File: config.mk
export PLATFORM = sky130hd
export DESIGN_NAME = freq_meter_ctrl
export DESIGN_NICKNAME = d
export VERILOG_FILES = /design/src/rtl/freq_meter_ctrl.sv
export SDC_FILE = /design/constraint.sdc
export NUM_CORES = 1
export LEC_CHECK = 0
export ABC_AREA = 0
export CORE_MARGIN = 8
export CORE_UTILIZATION = 48
export DETAILED_ROUTE_END_ITERATION = 10
export GPL_ROUTABILITY_DRIVEN = 0
export PLACE_DENSITY_LB_ADDON = 0.08
export SLEW_MARGIN = 5
export SYNTH_ARGS = -nofsm -noshare
export SYNTH_HDL_FRONTEND = slang
export SYNTH_SLANG_ARGS = --single-unit
export TNS_END_PERCENT = 50
File: constraint.sdc
create_clock -name clk -period 2.6 [get_ports clk]
set_clock_uncertainty 0.15 [all_clocks]
set_input_delay 0.52 -clock clk [delete_from_list [all_inputs] [get_ports clk]]
set_output_delay 0.52 -clock clk [all_outputs]
set_load 0.1 [all_outputs]
File: src/rtl/freq_meter_ctrl.sv
// Gate/latch controller for a 6-digit BCD frequency counter: clears, gates, settles and latches the count.
// Define FREQ_METER_LEADZERO_BLANK_EN to build the leading-zero blank mask; otherwise digit_blank is tied low.
module freq_meter_ctrl #(
  parameter int GATE_CYCLES   = 1000,
  parameter int CLEAR_CYCLES  = 2,
  parameter int SETTLE_CYCLES = 2,
  parameter int CNT_W         = 16
) (
  input  logic        clk,
  input  logic        clr,
  input  logic        run,
  input  logic [23:0] q_in,
  output logic        cnt_ena,
  output logic        cnt_clr,
  output logic [23:0] q_out,
  output logic        q_valid,
  output logic        busy,
  output logic [5:0]  digit_blank
);

  typedef enum logic [2:0] {
    IDLE,
    CLEAR,
    GATE,
    SETTLE,
    LATCH
  } state_t;

  localparam logic [CNT_W-1:0] CLEAR_LOAD  = CNT_W'(CLEAR_CYCLES - 1);
  localparam logic [CNT_W-1:0] GATE_LOAD   = CNT_W'(GATE_CYCLES - 1);
  localparam logic [CNT_W-1:0] SETTLE_LOAD = CNT_W'(SETTLE_CYCLES - 1);
  localparam logic [CNT_W-1:0] CNT_ONE     = CNT_W'(1);

  state_t           state;
  logic [CNT_W-1:0] cnt;
  logic             run_s;
  logic             cnt_done;
  logic             latch_entry;

  assign cnt_done    = (cnt == '0);
  assign latch_entry = (state == SETTLE) && cnt_done;

  // run is registered first, so a request seen at one edge opens CLEAR at the next
  always_ff @(posedge clk) begin
    if (clr) begin
      state   <= IDLE;
      cnt     <= '0;
      run_s   <= 1'b0;
      cnt_ena <= 1'b0;
      cnt_clr <= 1'b0;
      q_out   <= '0;
      q_valid <= 1'b0;
      busy    <= 1'b0;
    end else begin
      run_s   <= run;
      q_valid <= 1'b0;
      case (state)
        IDLE: begin
          if (run_s) begin
            state   <= CLEAR;
            cnt     <= CLEAR_LOAD;
            cnt_clr <= 1'b1;
            busy    <= 1'b1;
          end
        end
        CLEAR: begin
          if (cnt_done) begin
            state   <= GATE;
            cnt     <= GATE_LOAD;
            cnt_clr <= 1'b0;
            cnt_ena <= 1'b1;
          end else begin
            cnt <= cnt - CNT_ONE;
          end
        end
        GATE: begin
          if (cnt_done) begin
            state   <= SETTLE;
            cnt     <= SETTLE_LOAD;
            cnt_ena <= 1'b0;
          end else begin
            cnt <= cnt - CNT_ONE;
          end
        end
        SETTLE: begin
          if (cnt_done) begin
            state   <= LATCH;
            cnt     <= '0;
            q_out   <= q_in;
            q_valid <= 1'b1;
          end else begin
            cnt <= cnt - CNT_ONE;
          end
        end
        LATCH: begin
          if (run_s) begin
            state   <= CLEAR;
            cnt     <= CLEAR_LOAD;
            cnt_clr <= 1'b1;
          end else begin
            state <= IDLE;
            cnt   <= '0;
            busy  <= 1'b0;
          end
        end
        default: begin
          state   <= IDLE;
          cnt     <= '0;
          cnt_ena <= 1'b0;
          cnt_clr <= 1'b0;
          busy    <= 1'b0;
        end
      endcase
    end
  end

`ifdef FREQ_METER_LEADZERO_BLANK_EN
  logic [5:0] digit_zero;
  logic [5:0] blank_next;

  for (genvar i = 0; i < 6; i++) begin : g_zero
    assign digit_zero[i] = (q_in[4*i +: 4] == 4'd0);
  end

  // a digit blanks only when it and every more significant digit are zero
  assign blank_next[5] = digit_zero[5];
  assign blank_next[4] = blank_next[5] & digit_zero[4];
  assign blank_next[3] = blank_next[4] & digit_zero[3];
  assign blank_next[2] = blank_next[3] & digit_zero[2];
  assign blank_next[1] = blank_next[2] & digit_zero[1];
  assign blank_next[0] = 1'b0;

  always_ff @(posedge clk) begin
    if (clr) begin
      digit_blank <= '0;
    end else if (latch_entry) begin
      digit_blank <= blank_next;
    end
  end
`else
  assign digit_blank = 6'b000000;
`endif

  assert property (@(posedge clk) !(cnt_clr && cnt_ena));

endmodule

Word level (Yosys, flattened, before mapping)
Cells that the tools add are included.
{"block": "classes", "bitwise": 4, "n_addsub": 1, "eq_ne": 10, "reduce_logical": 12, "n_mux": 20}
{"operator": "one-hot mux 16 bit (5 select lines)", "count": 1}
{"operator": "2-to-1 mux 16 bit", "count": 4}
{"operator": "logical NOT 16 bit", "count": 1}
{"operator": "subtractor 16 x 1 -> 16 bit (second input constant)", "count": 1}
{"operator": "one-hot mux 3 bit (5 select lines)", "count": 1}
{"operator": "2-to-1 mux 3 bit", "count": 4}
{"operator": "!= test 2 bit (second input constant)", "count": 5}
{"operator": "one-hot mux 1 bit (3 select lines)", "count": 3}
{"operator": "AND reduction 3 bit", "count": 3}
{"operator": "2-to-1 mux 1 bit", "count": 7}
{"operator": "== test 3 x 2 -> 1 bit (second input constant)", "count": 2}
{"operator": "OR reduction 2 bit", "count": 3}
{"operator": "OR reduction 3 bit", "count": 2}
{"operator": "inverter 1 bit", "count": 4}
{"operator": "AND reduction 4 bit", "count": 1}
{"operator": "== test 3 x 1 -> 1 bit (second input constant)", "count": 1}
{"operator": "== test 3 bit (second input constant)", "count": 1}
{"operator": "logical NOT 3 bit", "count": 1}
{"operator": "!= test 2 x 1 -> 1 bit (second input constant)", "count": 1}
{"operator": "AND reduction 2 bit", "count": 1}
{"block": "word_totals", "reg_bits": 48, "out_inout_bits": 34, "input_bits": 27}

Logic depth before layout (Yosys ltp)
Gate-level depths: netlist (run 1).
{"block": "depth", "ltp_word": 4, "ltp_mapped": 8}

Least setup slack after synthesis (run 1)
OpenSTA, ideal clock, no wires.
{"block": "synth_timing", "kind": "register to register", "from": "reg cnt[0]", "to": "reg cnt[10]", "required_ns": 2.313, "path_buffers": 0, "synth_period_minus_slack_ns": 1.961, "setup_slack_ns": 0.639, "arrival_ns": 1.674, "stages_incl_launch_ff": 7, "path_cell_list": "dfxtp_1 > inv_1 > ha_1 > nor4b_1 > nand4_1 > a21oi_1 > nor3_1"}
{"block": "synth_via", "elab_chain_len": 3, "word_cells_on_any_way": 6, "cone_classes": "add/sub (1); mux (4); reduce/logical (1)"}
{"element": "from (decl)", "line_no": "35", "rtl": "logic [CNT_W-1:0] cnt;"}
{"element": "from (signal assigned)", "line_no": "73", "rtl": "cnt <= cnt - CNT_ONE;"}
{"element": "from (signal assigned)", "line_no": "82", "rtl": "cnt <= cnt - CNT_ONE;"}
{"element": "from (signal assigned)", "line_no": "92", "rtl": "cnt <= cnt - CNT_ONE;"}
{"element": "subtractor 16 x 1 -> 16 bit or logical NOT 16 bit (tied branches)"}
{"element": "2-to-1 mux 16 bit, on equally long branches", "line_no": "86, 67, 77"}
{"element": "one-hot mux 16 bit (5 select lines) (*)", "line_no": "57", "rtl": "case (state)"}
Every way passes the cells marked *; elsewhere a longest branch is shown, timed or not.
A chain may end at the register's enable or synchronous reset.

Worst setup path after layout (run 1)
{"block": "layout_timing", "from": "reg cnt[0]", "to": "reg cnt_ena"}
{"block": "layout_via", "elab_chain_len": 3, "word_cells_on_any_way": 4, "cone_classes": "eq/ne (2); reduce/logical (2)"}
{"element": "logical NOT 16 bit (*)", "line_no": "40", "rtl": "assign cnt_done = (cnt == '0);"}
{"element": "!= test 2 bit (no line)"}
{"element": "AND reduction 3 bit (no line) (*)"}
{"element": "to (signal assigned)", "line_no": "49", "rtl": "cnt_ena <= 1'b0;"}
{"element": "to (signal assigned)", "line_no": "71", "rtl": "cnt_ena <= 1'b1;"}
{"element": "to (signal assigned)", "line_no": "80", "rtl": "cnt_ena <= 1'b0;"}
{"element": "to (decl)", "line_no": "13", "rtl": "output logic cnt_ena,"}
Marks and branches as above.

==> impl_metrics.env, run 1 <==
export IMPL_status="finished clean"
export IMPL_vdd_drop_max_mv=0.8678
export IMPL_timing_final_ws_setup_ns=0.3995
export IMPL_crit_chain="inv_1 -> ha_1 -> nor4b_1 -> nand4_1 -> buf_4 -> or3_1 -> o211ai_1"
export IMPL_async_flop_share=0
export IMPL_cts_root_buf="clkbuf_8"
export IMPL_clock_sinks=48
export IMPL_syn_area_per_cell_sq_um=8.245
export IMPL_power_density_nw_per_um2=1384
export IMPL_place_hpwl_microns=4327
export IMPL_die_h_microns=85.11
export IMPL_final_common_cell="dfxtp_1"
export IMPL_first_iter_violations=176
export IMPL_core_sq_um=4661
export IMPL_finalSetupTns_ns=0
export IMPL_viasPerCell=5.935
export IMPL_end_kind="flip-flop"
export IMPL_ys_seq_area_frac=0.4192
export IMPL_antenna_found_initial=0
export IMPL_grt_max_degree=45
export IMPL_path_clk_slew_ns=0.09
export IMPL_crit_type="reg2reg"
export IMPL_synth_edf_count=0
export IMPL_cts_buffer_depth=2
export IMPL_hold_violations=0
export IMPL_cts_max_level=2
export IMPL_yosysWarnings=0
export IMPL_drive_above_1_share=0.1646
export IMPL_final_antenna_net_count=0
export IMPL_grt_overflow=0
export IMPL_postCtsSetupBuffers=0
export IMPL_synth_area_sq_um=2292
export IMPL_drc=0
export IMPL_synth_cells=278
export IMPL_ys_ff_latch=48
export IMPL_ys_flop_type="dfxtp_1"
export IMPL_dieArea_sq_um=7243
export IMPL_path_delay_family="simple AND/OR/NAND/NOR gates"
export IMPL_fp_row_count=25
export IMPL_power_leakage_uw=0.001097
export IMPL_required_ns=2.68
export IMPL_final_cell_mix="dfxtp_1, buf_4, a21oi_1"
export IMPL_first_pass_iters=6
export IMPL_syn2layout_area_growth_pct=27.84
export IMPL_portBuffers=54
export IMPL_cpPeakStageDelay_ns=0.36
export IMPL_grt_pass1_vias=2274
export IMPL_via_count=2267
export IMPL_period_needed_ns=2.201
export IMPL_hold_buffers=0
export IMPL_layout_nets=356
export IMPL_cp_slowest_cell="dfxtp_1"
export IMPL_slew_viol_final=0
export IMPL_cts_made_buffers=5
export IMPL_grtUsageTotal=0.1783
export IMPL_cts_resized=0
export IMPL_yosysUniqueCellTypes=47
export IMPL_critPathBufInv=2
export IMPL_relSlewSlack=0.6199
export IMPL_finalCritPeriodShare=0.8464
export IMPL_start_kind="flip-flop"
export IMPL_grt_pass1_wl_microns=10790
export IMPL_maxCapViolations=0
export IMPL_r2r_slack_ns=0.40
export IMPL_place_ws_ns=0.4359
export IMPL_routed_wl_microns=6113
export IMPL_min_path_type="reg2reg"
export IMPL_clk_latency_ns=0.30
export IMPL_antennaDiodeCount=0
export IMPL_avgRoutedWirePerCell_microns=16.00
export IMPL_crit_fanout=20
export IMPL_io_pins=61
export IMPL_rsz0062_at_grt="false"
export IMPL_setup_viol=0
export IMPL_initial_core_util=0.4918
export IMPL_worst_pin_slew_ns=0.5701
export IMPL_worstPathArrival_ns=2.28
export IMPL_chipWidth_microns=85.11
export IMPL_max_freq_mhz=454.4
export IMPL_cts_tree="done"
-- metrics by stage --
stage / area (sq um) / util / hold WS [ns] / power [uW] / instances
after global placement: 2804 / 0.6016 / 0.3076 / 3448 / 374
after global routing: 2930 / 0.6287 / 0.3485 / 4397 / 382
after floorplan: 2311 / - / 0.3113 / 2796 / 283
final: 2930 / 0.6287 / 0.3235 / 4057 / 382
after CTS: 2930 / 0.6287 / 0.3278 / 4038 / 382
after detailed placement: 2804 / 0.6016 / 0.3146 / 3445 / 374
-- worst reg2reg max path: cells and delay by family (launching register included) --
| kind | cells | cell delay, ns |
|---|---|---|
| flip-flops | 1 | 0.36 |
| buffers and inverters | 2 | 0.39 |
| AND/OR/NAND/NOR | 3 | 0.92 |
| AO/OA/AOI/OAI | 1 | 0.16 |
| adder cells (fa/ha/maj) | 1 | 0.17 |
-- cell usage after synthesis (3+ instances only) --
library cell | number | share of area
a211oi_1 | 4 | 0.013
a21oi_1 | 34 | 0.074
a31oi_1 | 5 | 0.014
buf_2 | 4 | 0.0087
buf_4 | 7 | 0.023
clkbuf_1 | 16 | 0.026
dfxtp_1 | 48 | 0.42
inv_1 | 9 | 0.015
nand2_1 | 6 | 0.0098
nand3_1 | 27 | 0.059
nand4_1 | 6 | 0.016
nor2_1 | 12 | 0.020
nor2b_1 | 3 | 0.0082
nor3_1 | 11 | 0.024
nor4_1 | 4 | 0.011
o21ai_0 | 30 | 0.066
o31ai_1 | 3 | 0.0098
or2_2 | 3 | 0.0082
or3_1 | 3 | 0.0082
or4_1 | 6 | 0.020
xnor2_1 | 3 | 0.011
-- flip-flops by register name, summed over array words and instances (netlist names) --
signal	count
busy	1
state	3
cnt	16
q_out	24
q_valid	1
cnt_clr	1
cnt_ena	1
run_s	1
-- area by class of cell --
type / count / area (sq um)
multi-input cells: 199 / 1184
well taps: 54 / 67.56
flip-flops and latches: 48 / 960.9
clock inverters: 1 / 30.03
fillers: 389 / 1730
inverters: 9 / 33.78
repair buffers: 64 / 558.0
clock buffers: 7 / 96.34
-- cells by family (layout without fill, tap and decap cells) --
group                      after synthesis  after routing  synth area share
and+or+nand+nor                         93             93            0.2385
adders and majority gates                3              3           0.01528
other                                    1              6          0.001636
xor gates and xnor gates                 4              4           0.01529
muxes                                    1              1          0.004367
buffers and inverters                   36             81           0.07260
DFF                                     48             48            0.4192
AOI/OAI and AO/OA                       92             92            0.2331
-- where the power goes --
part | switching [uW] | internal (uW)
registers | 211 | 873
clock network | 244 | 339
logic | 1530 | 856
total | 1990 | 2070
-- final timing paths --
kind / to / from / cells after the start
min: q_out[22] / q_out[22] / 2
min reg2reg: q_out[22] / q_out[22] / 2
max: cnt_ena / cnt[0] / 7
max reg2reg: cnt_ena / cnt[0] / 7
-- per-layer routing --
layer | track usage | vias to the layer above | part of all wire
met2 | 0.2756 | 88 | 0.46
met3 | 0.06660 | 11 | 0.082
li1 | - | 1118 | -
met1 | 0.2208 | 1050 | 0.44
met5 | 0 | - | 0
met4 | 0.06149 | 0 | 0.015
(Power assumes the default switching activity.)
==> run 2: changes to the inputs <==
==> constraint.sdc (replaced) <==
create_clock -name clk -period 2.3 [get_ports clk]
set_clock_uncertainty 0.15 [all_clocks]
set_input_delay 0.46 -clock clk [delete_from_list [all_inputs] [get_ports clk]]
set_output_delay 0.46 -clock clk [all_outputs]
set_load 0.1 [all_outputs]
==> run 2 against run 1 <==
Compared with the run above: clock power decreased by 9.4%; via count decreased by 1.2%; first-iteration DRC count decreased by 8.0%; critical path type unchanged; largest power group unchanged.
==> impl_metrics.env, run 2 (same netlist as run 1, synthesis figures left out) <==
export IMPL_core_sq_um=4661
export IMPL_final_common_cell="dfxtp_1"
export IMPL_routed_wl_microns=6012
export IMPL_nFillCells=433
export IMPL_vdd_drop_max_mv=0.6372
export IMPL_cts_max_level=2
export IMPL_clk_latency_ns=0.30
export IMPL_fp_row_count=25
export IMPL_cts_root_buf="clkbuf_8"
export IMPL_top_layer_used="met4"
export IMPL_cpPeakStageDelay_ns=0.54
export IMPL_rsz0062_at_grt="false"
export IMPL_cts_made_buffers=5
export IMPL_portBuffers=54
export IMPL_antenna_found_initial=0
export IMPL_io_pins=61
export IMPL_path_delay_family="simple AND/OR/NAND/NOR gates"
export IMPL_grt_pass1_vias=2157
export IMPL_top_register="q_out"
export IMPL_path_clk_slew_ns=0.09
export IMPL_required_ns=2.37
export IMPL_largest_register_ffs=24
export IMPL_dieArea_sq_um=7243
export IMPL_wl_met3_microns=425
export IMPL_setup_viol=0
export IMPL_via_count=2239
export IMPL_viasPerCell=5.801
export IMPL_grtUsageTotal=0.1721
export IMPL_postCtsSetupBuffers=0
export IMPL_first_iter_violations=162
export IMPL_die_h_microns=85.11
export IMPL_grt_max_degree=45
export IMPL_worstPathArrival_ns=2.15
export IMPL_clock_sinks=48
export IMPL_syn2layout_area_growth_pct=28.00
export IMPL_critPathBufInv=0
export IMPL_crit_type="reg2reg"
export IMPL_drt_met1_wl_microns=2812
export IMPL_path_depth=4
export IMPL_crit_fanout=9
export IMPL_max_freq_mhz=481.4
export IMPL_finalSetupTns_ns=0
export IMPL_hold_violations=0
export IMPL_grt_pass1_wl_microns=10320
export IMPL_hold_depth=2
export IMPL_cts_buffer_depth=2
export IMPL_worst_pin_slew_ns=0.5102
export IMPL_layout_nets=360
export IMPL_power_leakage_uw=0.001101
export IMPL_first_pass_iters=4
export IMPL_drc=0
export IMPL_chipWidth_microns=85.11
export IMPL_relSlewSlack=0.6573
export IMPL_initial_core_util=0.4918
export IMPL_period_needed_ns=2.077
export IMPL_wl_met2_microns=2722
export IMPL_final_antenna_net_count=0
export IMPL_finalCritPeriodShare=0.9032
export IMPL_r2r_cells=4
export IMPL_antennaDiodeCount=0
export IMPL_crit_chain="nor4_4 -> nand4_2 -> or4_1 -> a211oi_2"
export IMPL_power_density_nw_per_um2=1503
export IMPL_start_kind="flip-flop"
export IMPL_grt_overflow=0
export IMPL_layoutNonFillerInstCount=386
export IMPL_min_path_type="reg2reg"
export IMPL_cp_slowest_cell="nor4_4"
export IMPL_drive_above_1_share=0.1747
export IMPL_maxCapViolations=0
export IMPL_place_hpwl_microns=4272
export IMPL_slew_viol_final=0
export IMPL_status="finished clean"
export IMPL_final_cell_mix="dfxtp_1, buf_4, a21oi_1"
export IMPL_reg_largest_list="q_out x24, cnt x16, state x3"
export IMPL_cts_tree="done"
export IMPL_avgRoutedWirePerCell_microns=15.58
export IMPL_end_kind="flip-flop"
export IMPL_dp_cells=378
## run 2: changes by cell type in the layout (fill, tap and decap cells not counted)
cell	change
bufinv_16	-1
buf_4	+4
nor4b_2	+1
clkinvlp_4	+1
nor4b_1	-1
clkbuf_1	+1
clkbuf_8	-1
## run 2: layout make-up
class / instances / area [sq um] / share of cell area
Clock inverter: 1 / 7.507 / 0.002559
Inverter: 9 / 33.78 / 0.01151
Multi-Input combinational cell: 199 / 1190 / 0.4055
Timing Repair Buffer: 68 / 588.1 / 0.2004
Sequential cell: 48 / 960.9 / 0.3275
Tap cell: 54 / 67.56 / 0.02303
Clock buffer: 7 / 86.33 / 0.02942
## run 2: routing by layer
layer	global-route usage	vias up
li1	-	1114
met4	0.04854	0
met2	0.2678	71
met1	0.2202	1049
met3	0.05598	5
met5	0	-
## run 2: tightest hold or removal path, delay by kind of cell (launching register included)
| family | cells | cell delay, ns |
|---|---|---|
| AOI/OAI and AO/OA | 2 | 0.12 |
| DFF | 1 | 0.32 |
## run 2: metrics by stage
stage	instance area (sq um)	hold WS, ns	power, uW	utilization	worst slack (ns)
2_1_floorplan	2311	0.3113	3161	-	0.3387
3_3_place_gp	2834	0.3080	3875	0.6081	0.1734
3_5_place_dp	2834	0.3153	3865	0.6081	0.09266
4_1_cts	2928	0.3280	4407	0.6282	0.06334
5_1_grt	2934	0.3492	4783	0.6295	0.04597
6_report	2934	0.3279	4409	0.6295	0.2226
## run 2: timing repair
item	in CTS	in global routing
hold buffers	0	0
gates resized for setup	0	1
setup endpoints to repair	0	42
endpoints found under the hold margin	0	0
## run 2: final timing paths
kind,start,endpoint,slack (ns)
min reg2reg,q_out[7],q_out[7],0.33
max reg2reg,cnt[2],cnt[13],0.22
min,q_out[7],q_out[7],0.33
max,cnt[2],cnt[13],0.22
## run 2: where the power goes
group	switching, uW	internal (uW)
combinational	1680	977
clock	284	245
sequential	237	987
